--- src/rtl/cg_addr_sequencer_if.sv ---
// Bus bundle for cg_addr_sequencer: solve control, address-advance strobes and generated addresses.
// cycle_count is present only when CG_ADDR_SEQ_CYCLE_COUNT_EN is defined.
interface cg_addr_sequencer_if #(
  parameter int ADDR_W = 32,
  parameter int ITER_W = 11
);
  logic              start;
  logic [ADDR_W-1:0] total;
  logic              a_stream_en;
  logic              p_rd_adv;
  logic              r_rd_adv;
  logic              x_rd_adv;
  logic              p_wr_en;
  logic              r_wr_en;
  logic              x_wr_en;
  logic              alu_done;
  logic              converged;

  logic [ADDR_W-1:0] a_rd_addr;
  logic [ADDR_W-1:0] p_rd_addr;
  logic [ADDR_W-1:0] r_rd_addr;
  logic [ADDR_W-1:0] x_rd_addr;
  logic [ADDR_W-1:0] p_wr_addr;
  logic [ADDR_W-1:0] r_wr_addr;
  logic [ADDR_W-1:0] x_wr_addr;
  logic              p_we;
  logic              r_we;
  logic              x_we;
  logic              busy;
  logic              halt;
  logic [ITER_W-1:0] iteration;
  logic              wrap_err;
`ifdef CG_ADDR_SEQ_CYCLE_COUNT_EN
  logic [31:0]       cycle_count;
`endif

  // The solver controller drives the strobes and consumes the addresses.
  modport master (
`ifdef CG_ADDR_SEQ_CYCLE_COUNT_EN
    input  cycle_count,
`endif
    output start, total, a_stream_en, p_rd_adv, r_rd_adv, x_rd_adv,
    output p_wr_en, r_wr_en, x_wr_en, alu_done, converged,
    input  a_rd_addr, p_rd_addr, r_rd_addr, x_rd_addr,
    input  p_wr_addr, r_wr_addr, x_wr_addr, p_we, r_we, x_we,
    input  busy, halt, iteration, wrap_err
  );

  modport slave (
`ifdef CG_ADDR_SEQ_CYCLE_COUNT_EN
    output cycle_count,
`endif
    input  start, total, a_stream_en, p_rd_adv, r_rd_adv, x_rd_adv,
    input  p_wr_en, r_wr_en, x_wr_en, alu_done, converged,
    output a_rd_addr, p_rd_addr, r_rd_addr, x_rd_addr,
    output p_wr_addr, r_wr_addr, x_wr_addr, p_we, r_we, x_we,
    output busy, halt, iteration, wrap_err
  );
endinterface

--- src/rtl/cg_addr_sequencer.sv ---
// Address sequencer for a CG solver: per-memory read/write address generation across iterations.
// Define CG_ADDR_SEQ_CYCLE_COUNT_EN to add a saturating RUN-cycle counter output.
module cg_addr_sequencer #(
  parameter int NUM_UNITS = 8,
  parameter int ADDR_W    = 32,
  parameter int ITER_W    = 11,
  parameter int MAX_ITER  = 1024
) (
  input  logic clk,
  input  logic reset,
  cg_addr_sequencer_if.slave bus
);

  localparam int                LOG2_UNITS = $clog2(NUM_UNITS);
  localparam logic [ADDR_W-1:0] UNIT_MASK  = ADDR_W'(NUM_UNITS - 1);
  localparam logic [ITER_W-1:0] LAST_ITER  = ITER_W'(MAX_ITER - 1);

  typedef enum logic [1:0] {
    IDLE = 2'd0,
    RUN  = 2'd1,
    HALT = 2'd2
  } state_t;

  state_t state;
  state_t state_nxt;

  logic [ADDR_W-1:0]   depth;
  logic [ADDR_W-1:0]   a_limit;
  logic [ADDR_W-1:0]   a_rd_q;
  logic [ADDR_W-1:0]   p_rd_q;
  logic [ADDR_W-1:0]   r_rd_q;
  logic [ADDR_W-1:0]   x_rd_q;
  logic [ADDR_W-1:0]   p_wr_q;
  logic [ADDR_W-1:0]   r_wr_q;
  logic [ADDR_W-1:0]   x_wr_q;
  logic [ITER_W-1:0]   iteration_q;
  logic                wrap_err_q;

  logic                running;
  logic                start_ok;
  logic                start_zero;
  logic                total_zero;
  logic                last_iter;
  logic                p_we_int;
  logic                r_we_int;
  logic                x_we_int;
  logic [ADDR_W-1:0]   depth_new;
  logic [2*ADDR_W-1:0] a_prod;
  logic [ADDR_W-1:0]   a_limit_new;

  function automatic logic [ADDR_W-1:0] wrap_inc(input logic [ADDR_W-1:0] cur,
                                                  input logic [ADDR_W-1:0] limit);
    return (cur == limit - ADDR_W'(1)) ? '0 : cur + ADDR_W'(1);
  endfunction

  assign running    = (state == RUN);
  assign total_zero = (bus.total == '0);
  assign start_ok   = bus.start && !total_zero && !running;
  assign start_zero = bus.start && total_zero && !running;
  assign last_iter  = (iteration_q == LAST_ITER);

  // Depth rounds up so a partial final word still gets its own address.
  assign depth_new   = (bus.total >> LOG2_UNITS) + ADDR_W'(|(bus.total & UNIT_MASK));
  assign a_prod      = {{ADDR_W{1'b0}}, depth_new} * {{ADDR_W{1'b0}}, bus.total};
  assign a_limit_new = (|a_prod[2*ADDR_W-1:ADDR_W]) ? '1 : a_prod[ADDR_W-1:0];

  assign p_we_int = bus.p_wr_en && running;
  assign r_we_int = bus.r_wr_en && running;
  assign x_we_int = bus.x_wr_en && running;

  always_ff @(posedge clk) begin
    if (reset) begin
      state <= IDLE;
    end else begin
      state <= state_nxt;
    end
  end

  always_comb begin
    state_nxt = state;
    case (state)
      IDLE, HALT: begin
        if (start_ok) begin
          state_nxt = RUN;
        end
      end
      RUN: begin
        if (bus.alu_done && (bus.converged || last_iter)) begin
          state_nxt = HALT;
        end
      end
      default: state_nxt = IDLE;
    endcase
  end

  // alu_done wins over every advance and write in the same cycle.
  always_ff @(posedge clk) begin
    if (reset) begin
      depth       <= '0;
      a_limit     <= '0;
      a_rd_q      <= '0;
      p_rd_q      <= '0;
      r_rd_q      <= '0;
      x_rd_q      <= '0;
      p_wr_q      <= '0;
      r_wr_q      <= '0;
      x_wr_q      <= '0;
      iteration_q <= '0;
      wrap_err_q  <= 1'b0;
    end else begin
      wrap_err_q <= start_zero;
      if (start_ok) begin
        depth       <= depth_new;
        a_limit     <= a_limit_new;
        a_rd_q      <= '0;
        p_rd_q      <= '0;
        r_rd_q      <= '0;
        x_rd_q      <= '0;
        p_wr_q      <= '0;
        r_wr_q      <= '0;
        x_wr_q      <= '0;
        iteration_q <= '0;
      end else if (running) begin
        if (bus.alu_done) begin
          a_rd_q      <= '0;
          p_rd_q      <= '0;
          r_rd_q      <= '0;
          x_rd_q      <= '0;
          p_wr_q      <= '0;
          r_wr_q      <= '0;
          x_wr_q      <= '0;
          iteration_q <= iteration_q + ITER_W'(1);
        end else begin
          if (bus.a_stream_en) a_rd_q <= wrap_inc(a_rd_q, a_limit);
          if (bus.p_rd_adv)    p_rd_q <= wrap_inc(p_rd_q, depth);
          if (bus.r_rd_adv)    r_rd_q <= wrap_inc(r_rd_q, depth);
          if (bus.x_rd_adv)    x_rd_q <= wrap_inc(x_rd_q, depth);
          if (p_we_int)        p_wr_q <= wrap_inc(p_wr_q, depth);
          if (r_we_int)        r_wr_q <= wrap_inc(r_wr_q, depth);
          if (x_we_int)        x_wr_q <= wrap_inc(x_wr_q, depth);
        end
      end
    end
  end

`ifdef CG_ADDR_SEQ_CYCLE_COUNT_EN
  logic [31:0] cycle_count_q;

  always_ff @(posedge clk) begin
    if (reset || start_ok) begin
      cycle_count_q <= '0;
    end else if (running && (cycle_count_q != 32'hFFFF_FFFF)) begin
      cycle_count_q <= cycle_count_q + 32'd1;
    end
  end

  assign bus.cycle_count = cycle_count_q;
`endif

  assign bus.a_rd_addr = a_rd_q;
  assign bus.p_rd_addr = p_rd_q;
  assign bus.r_rd_addr = r_rd_q;
  assign bus.x_rd_addr = x_rd_q;
  assign bus.p_wr_addr = p_wr_q;
  assign bus.r_wr_addr = r_wr_q;
  assign bus.x_wr_addr = x_wr_q;
  assign bus.p_we      = p_we_int;
  assign bus.r_we      = r_we_int;
  assign bus.x_we      = x_we_int;
  assign bus.busy      = running;
  assign bus.halt      = (state == HALT);
  assign bus.iteration = iteration_q;
  assign bus.wrap_err  = wrap_err_q;

endmodule

--- src/flat_wrapper.sv ---
// flat-port wrapper written by rule: the top's interface ports become plain ports
module cg_addr_sequencer_flat 
#(
  parameter int NUM_UNITS = 8,
  parameter int ADDR_W    = 32,
  parameter int ITER_W    = 11,
  parameter int MAX_ITER  = 1024
)
  (clk, reset, bus_start, bus_total, bus_a_stream_en, bus_p_rd_adv, bus_r_rd_adv, bus_x_rd_adv, bus_p_wr_en, bus_r_wr_en, bus_x_wr_en, bus_alu_done, bus_converged, bus_a_rd_addr, bus_p_rd_addr, bus_r_rd_addr, bus_x_rd_addr, bus_p_wr_addr, bus_r_wr_addr, bus_x_wr_addr, bus_p_we, bus_r_we, bus_x_we, bus_busy, bus_halt, bus_iteration, bus_wrap_err);
  cg_addr_sequencer_if #(.ADDR_W(ADDR_W), .ITER_W(ITER_W)) bus_i ();
  input  logic clk;
  input  logic reset;
  input wire logic [$bits(bus_i.start)-1:0] bus_start;
  input wire logic [$bits(bus_i.total)-1:0] bus_total;
  input wire logic [$bits(bus_i.a_stream_en)-1:0] bus_a_stream_en;
  input wire logic [$bits(bus_i.p_rd_adv)-1:0] bus_p_rd_adv;
  input wire logic [$bits(bus_i.r_rd_adv)-1:0] bus_r_rd_adv;
  input wire logic [$bits(bus_i.x_rd_adv)-1:0] bus_x_rd_adv;
  input wire logic [$bits(bus_i.p_wr_en)-1:0] bus_p_wr_en;
  input wire logic [$bits(bus_i.r_wr_en)-1:0] bus_r_wr_en;
  input wire logic [$bits(bus_i.x_wr_en)-1:0] bus_x_wr_en;
  input wire logic [$bits(bus_i.alu_done)-1:0] bus_alu_done;
  input wire logic [$bits(bus_i.converged)-1:0] bus_converged;
  output wire logic [$bits(bus_i.a_rd_addr)-1:0] bus_a_rd_addr;
  output wire logic [$bits(bus_i.p_rd_addr)-1:0] bus_p_rd_addr;
  output wire logic [$bits(bus_i.r_rd_addr)-1:0] bus_r_rd_addr;
  output wire logic [$bits(bus_i.x_rd_addr)-1:0] bus_x_rd_addr;
  output wire logic [$bits(bus_i.p_wr_addr)-1:0] bus_p_wr_addr;
  output wire logic [$bits(bus_i.r_wr_addr)-1:0] bus_r_wr_addr;
  output wire logic [$bits(bus_i.x_wr_addr)-1:0] bus_x_wr_addr;
  output wire logic [$bits(bus_i.p_we)-1:0] bus_p_we;
  output wire logic [$bits(bus_i.r_we)-1:0] bus_r_we;
  output wire logic [$bits(bus_i.x_we)-1:0] bus_x_we;
  output wire logic [$bits(bus_i.busy)-1:0] bus_busy;
  output wire logic [$bits(bus_i.halt)-1:0] bus_halt;
  output wire logic [$bits(bus_i.iteration)-1:0] bus_iteration;
  output wire logic [$bits(bus_i.wrap_err)-1:0] bus_wrap_err;
  assign bus_i.start = bus_start;
  assign bus_i.total = bus_total;
  assign bus_i.a_stream_en = bus_a_stream_en;
  assign bus_i.p_rd_adv = bus_p_rd_adv;
  assign bus_i.r_rd_adv = bus_r_rd_adv;
  assign bus_i.x_rd_adv = bus_x_rd_adv;
  assign bus_i.p_wr_en = bus_p_wr_en;
  assign bus_i.r_wr_en = bus_r_wr_en;
  assign bus_i.x_wr_en = bus_x_wr_en;
  assign bus_i.alu_done = bus_alu_done;
  assign bus_i.converged = bus_converged;
  assign bus_a_rd_addr = bus_i.a_rd_addr;
  assign bus_p_rd_addr = bus_i.p_rd_addr;
  assign bus_r_rd_addr = bus_i.r_rd_addr;
  assign bus_x_rd_addr = bus_i.x_rd_addr;
  assign bus_p_wr_addr = bus_i.p_wr_addr;
  assign bus_r_wr_addr = bus_i.r_wr_addr;
  assign bus_x_wr_addr = bus_i.x_wr_addr;
  assign bus_p_we = bus_i.p_we;
  assign bus_r_we = bus_i.r_we;
  assign bus_x_we = bus_i.x_we;
  assign bus_busy = bus_i.busy;
  assign bus_halt = bus_i.halt;
  assign bus_iteration = bus_i.iteration;
  assign bus_wrap_err = bus_i.wrap_err;
  cg_addr_sequencer #(.NUM_UNITS(NUM_UNITS), .ADDR_W(ADDR_W), .ITER_W(ITER_W), .MAX_ITER(MAX_ITER)) u_core (.clk(clk), .reset(reset), .bus(bus_i));
endmodule
--- config.mk ---
export PLATFORM = sky130hd
export DESIGN_NAME = cg_addr_sequencer_flat
export DESIGN_NICKNAME = d
export VERILOG_FILES = /design/src/rtl/cg_addr_sequencer_if.sv /design/src/rtl/cg_addr_sequencer.sv /design/src/flat_wrapper.sv
export SDC_FILE = /design/constraint.sdc
export NUM_CORES = 2
export LEC_CHECK = 0
export CORE_ASPECT_RATIO = 0.6
export CORE_MARGIN = 2
export CORE_UTILIZATION = 39
export DETAILED_ROUTE_END_ITERATION = 8
export GPL_TIMING_DRIVEN = 0
export PLACE_DENSITY = 0.62
export REMOVE_ABC_BUFFERS = 1
export SETUP_SLACK_MARGIN = 0.2
export SKIP_CTS_REPAIR_TIMING = 1
export SLEW_MARGIN = 15
export SYNTH_ARGS = -nofsm -noshare
export SYNTH_HDL_FRONTEND = slang
export SYNTH_SLANG_ARGS = --single-unit
--- constraint.sdc ---
create_clock -name clk -period 13.6 [get_ports clk]
set_clock_uncertainty 0.1 [all_clocks]
set_input_delay 2.04 -clock clk [delete_from_list [all_inputs] [get_ports clk]]
set_output_delay 2.04 -clock clk [all_outputs]
set_load 0.1 [all_outputs]
==> impl_results.md <==
* Status: finished clean
* Final Core Density at 44.20%
* Fin nets at 7315
* TritonCTS Buffers at 37
* Clock Latency Late Sink at 0.58 ns
* DPL Wire Length at 140000 um
* Post-route ant nets at 0
* Final Wtd Congestion at about 0.97
* Number of flops mapped to enable cells by yosys at 0
* Synthesis warning total at 0
* Synthesized area per cell at 8.619 um2
* Max Cap Viol at 0
* Fillers at 13150
* Initial Util at 39.23%
* Clock-pin slew on the worst setup and hold paths at 0.05 ns
* First-pass GRT wire length at 268700 um
* Hold Vio Cnt, Final at 0
* Most frequent cells in the layout: inv_1 (940), fa_1 (838), nor2b_1 (546), nand2_1 (353), nand2b_1 (336)
* Non-filler instance count after layout at between 7000 and 8000
* Initial DRC Count at between 4000 and 5000
* Die area at around 140000 um2
* Largest family of logic cells by synthesized area: adder cells
* Drt wl/cell at about 22 um
* Critical Path RT at between 10 and 15 ns
* Post-Synth Simple-Gate Area at between 20% and 30%
* DR vias/cell at 5.519
* Final worst slack at around 0.47 ns
* Setup Slack @ Placement at -3.530 ns
* Largest net degree at the start of global routing at between 50 and 60
* Slowest cell on crit path: ha_4
* Slew Limit Fails at 0
* Vias in the first global route at approximately 43000
* Drt drc at 0
* Tcrit/Tclk final at between 90% and 100%
* Vias after detailed routing at 43920
* Fmax at 76.14 MHz
* Mapped Area at 52480 um2
* Die span in y at 288.1 um
* Synthesis-stage register bit count at 300
* Worst setup SP type: input pin
* RSZ-0062 raised after global routing: no
* CORE AREA at 133800 um2
* Critical path's most frequent cell: fa_1
* Adder-cell share of the synthesized area at 39.14%
* Crit end category: flop
* IO buf count at 284
* Worst R2R Setup Slack at between 7 and 8 ns
* Most common cell after layout, fill and taps aside: inv_1
* Final Critical Period at 13.13 ns
* Std cell rows at 104
* Area grow syn2layout at 12.65%
* Crit path buf inv count at 5
* Cell count after synthesis at 6089
* I/O pin count at approximately 290
* Top FF cell, synth: dfxtp_1
* Slew headroom at 15.93%
* Setup Viol. Count Final at 0
* Worst hold slack at roughly 0.4 ns
* Cell count after placement at between 7000 and 8000
* Final WL at ~180000 um
* Clk buf depth at 3
* CP max stage delay at 0.58 ns
* TritonCTS Sinks at 300
* Root Buffer: clkbuf_16
* Worst path top cell family by delay: adder cells
* DR pass1 iterations at 6
* Synth async-reset ratio at 0%
* Post-synthesis compound-gate area fraction at about a tenth
* CP max FO at 32
* Arrival @ worst endpoint at 13.49 ns
* Total GRT Usage at between 20% and 30%
* Grt ovf at 0
* CTS tree: built
* Die extent in x at between 400 and 500 um
* Mux cell area share after synthesis at 0.1907%
* Setup CP Type: in2reg
* Post-synth cell types at between 90 and 100
* H-tree Lvls at 2
* Register area at between 6000 and 7000 um2
* Multi-input gate area at between 40000 and 50000 um2
* Actual slew at the worst max-slew pin at 1.251 ns
* Register area share after synthesis at 11.44%
* Min-delay worst type: reg2reg
* Fraction of layout cells with a size suffix above 1 at between 4 and 5%
* Initial antenna violation count at 6
* Post-synthesis xor/xnor area fraction at under 10%
-- path summary, 6_finish.rpt --
path / start / to / cells after the start
setup / recovery: bus_total[9] / u_core.a_limit[5]$_SDFFE_PP0P_ / 33
hold / removal: u_core.bus.p_rd_addr[6]$_SDFFE_PP0P_ / u_core.bus.p_rd_addr[6]$_SDFFE_PP0P_ / 1
setup reg to reg: u_core.depth[0]$_SDFFE_PP0P_ / u_core.bus.r_rd_addr[22]$_SDFFE_PP0P_ / 14
hold reg to reg: u_core.bus.p_rd_addr[6]$_SDFFE_PP0P_ / u_core.bus.p_rd_addr[6]$_SDFFE_PP0P_ / 1
-- per-layer routing --
layer  global-route usage (%)  vias to the layer above  part of all wire, %
met5                        0                        -                    0
met4                    5.348                        0                  2.3
met3                    5.525                      217                   10
met2                    35.12                     1950                   40
met1                    39.40                    22240                   47
li1                         -                    19520                    -
-- per-stage QoR --
stage	cell area [um2]	setup TNS, ns
3_5_place_dp	57510	-106.08
2_1_floorplan	51060	0
3_3_place_gp	56160	-172.20
6_report	59120	0
4_1_cts	58790	-87.21
5_1_grt	59120	0
-- layout make-up --
type / instances / area share, %
antenna: 1 / 0.004233
inverter: 943 / 6.000
timing repair buffer: 358 / 6.838
tap: 1802 / 3.814
clock inverter: 17 / 0.4592
sequential: 300 / 10.16
multi-input combinational: 4492 / 71.02
clock buffer: 46 / 1.708
-- synthesized netlist by cell type, drive strengths merged, types with 8 or more instances --
master	number	area share (%)
a21o	21	0.30
o21ai	322	3.1
o211ai	24	0.39
buf	38	0.44
o31a	9	0.15
fa	838	32
xor2	154	2.6
o31ai	60	0.87
o2111ai	11	0.18
or4	22	0.33
and3	98	1.2
nor4b	12	0.21
o22ai	10	0.12
xnor2	182	3.1
inv	940	6.7
nor2b	549	6.5
o41ai	20	0.33
or3	16	0.19
a211oi	11	0.16
mux2i	10	0.19
and2	42	0.50
nor3	79	0.79
clkbuf	316	2.3
or2	21	0.25
nand3	152	1.4
a21oi	125	1.2
o21a	18	0.26
nor4	66	0.86
nand2	355	2.5
a2111oi	8	0.13
nor2	277	2.0
dfxtp	300	11
a31oi	60	0.72
o21bai	33	0.47
and4	32	0.53
nand4b	8	0.13
nand2b	338	4.0
xnor3	40	1.7
nand4	82	0.99
ha	301	7.2
-- cells by family (layout without fill, tap and decap cells) --
logic type / count (synthesis) / count (layout)
compound gates: 789 / 789
other cells: 0 / 1
simple gates: 2175 / 2175
xor+xnor: 379 / 379
flops: 300 / 300
mux: 10 / 10
fa+ha+maj: 1139 / 1139
buf+inv: 1297 / 1364
-- sequential cells by signal (all words and copies together) (netlist names) --
signal and count:
u_core.a_limit 32, u_core.bus.a_rd_addr 32, u_core.bus.p_rd_addr 32, u_core.bus.p_wr_addr 32
u_core.bus.r_rd_addr 32, u_core.bus.r_wr_addr 32, u_core.bus.x_rd_addr 32, u_core.bus.x_wr_addr 32
u_core.depth 30, u_core.bus.iteration 11, u_core.state 2, u_core.bus.wrap_err 1
Power is left out: the tool's default activity adds up to more than one toggle a clock period on the data nets, which glitch-free logic cannot reach.
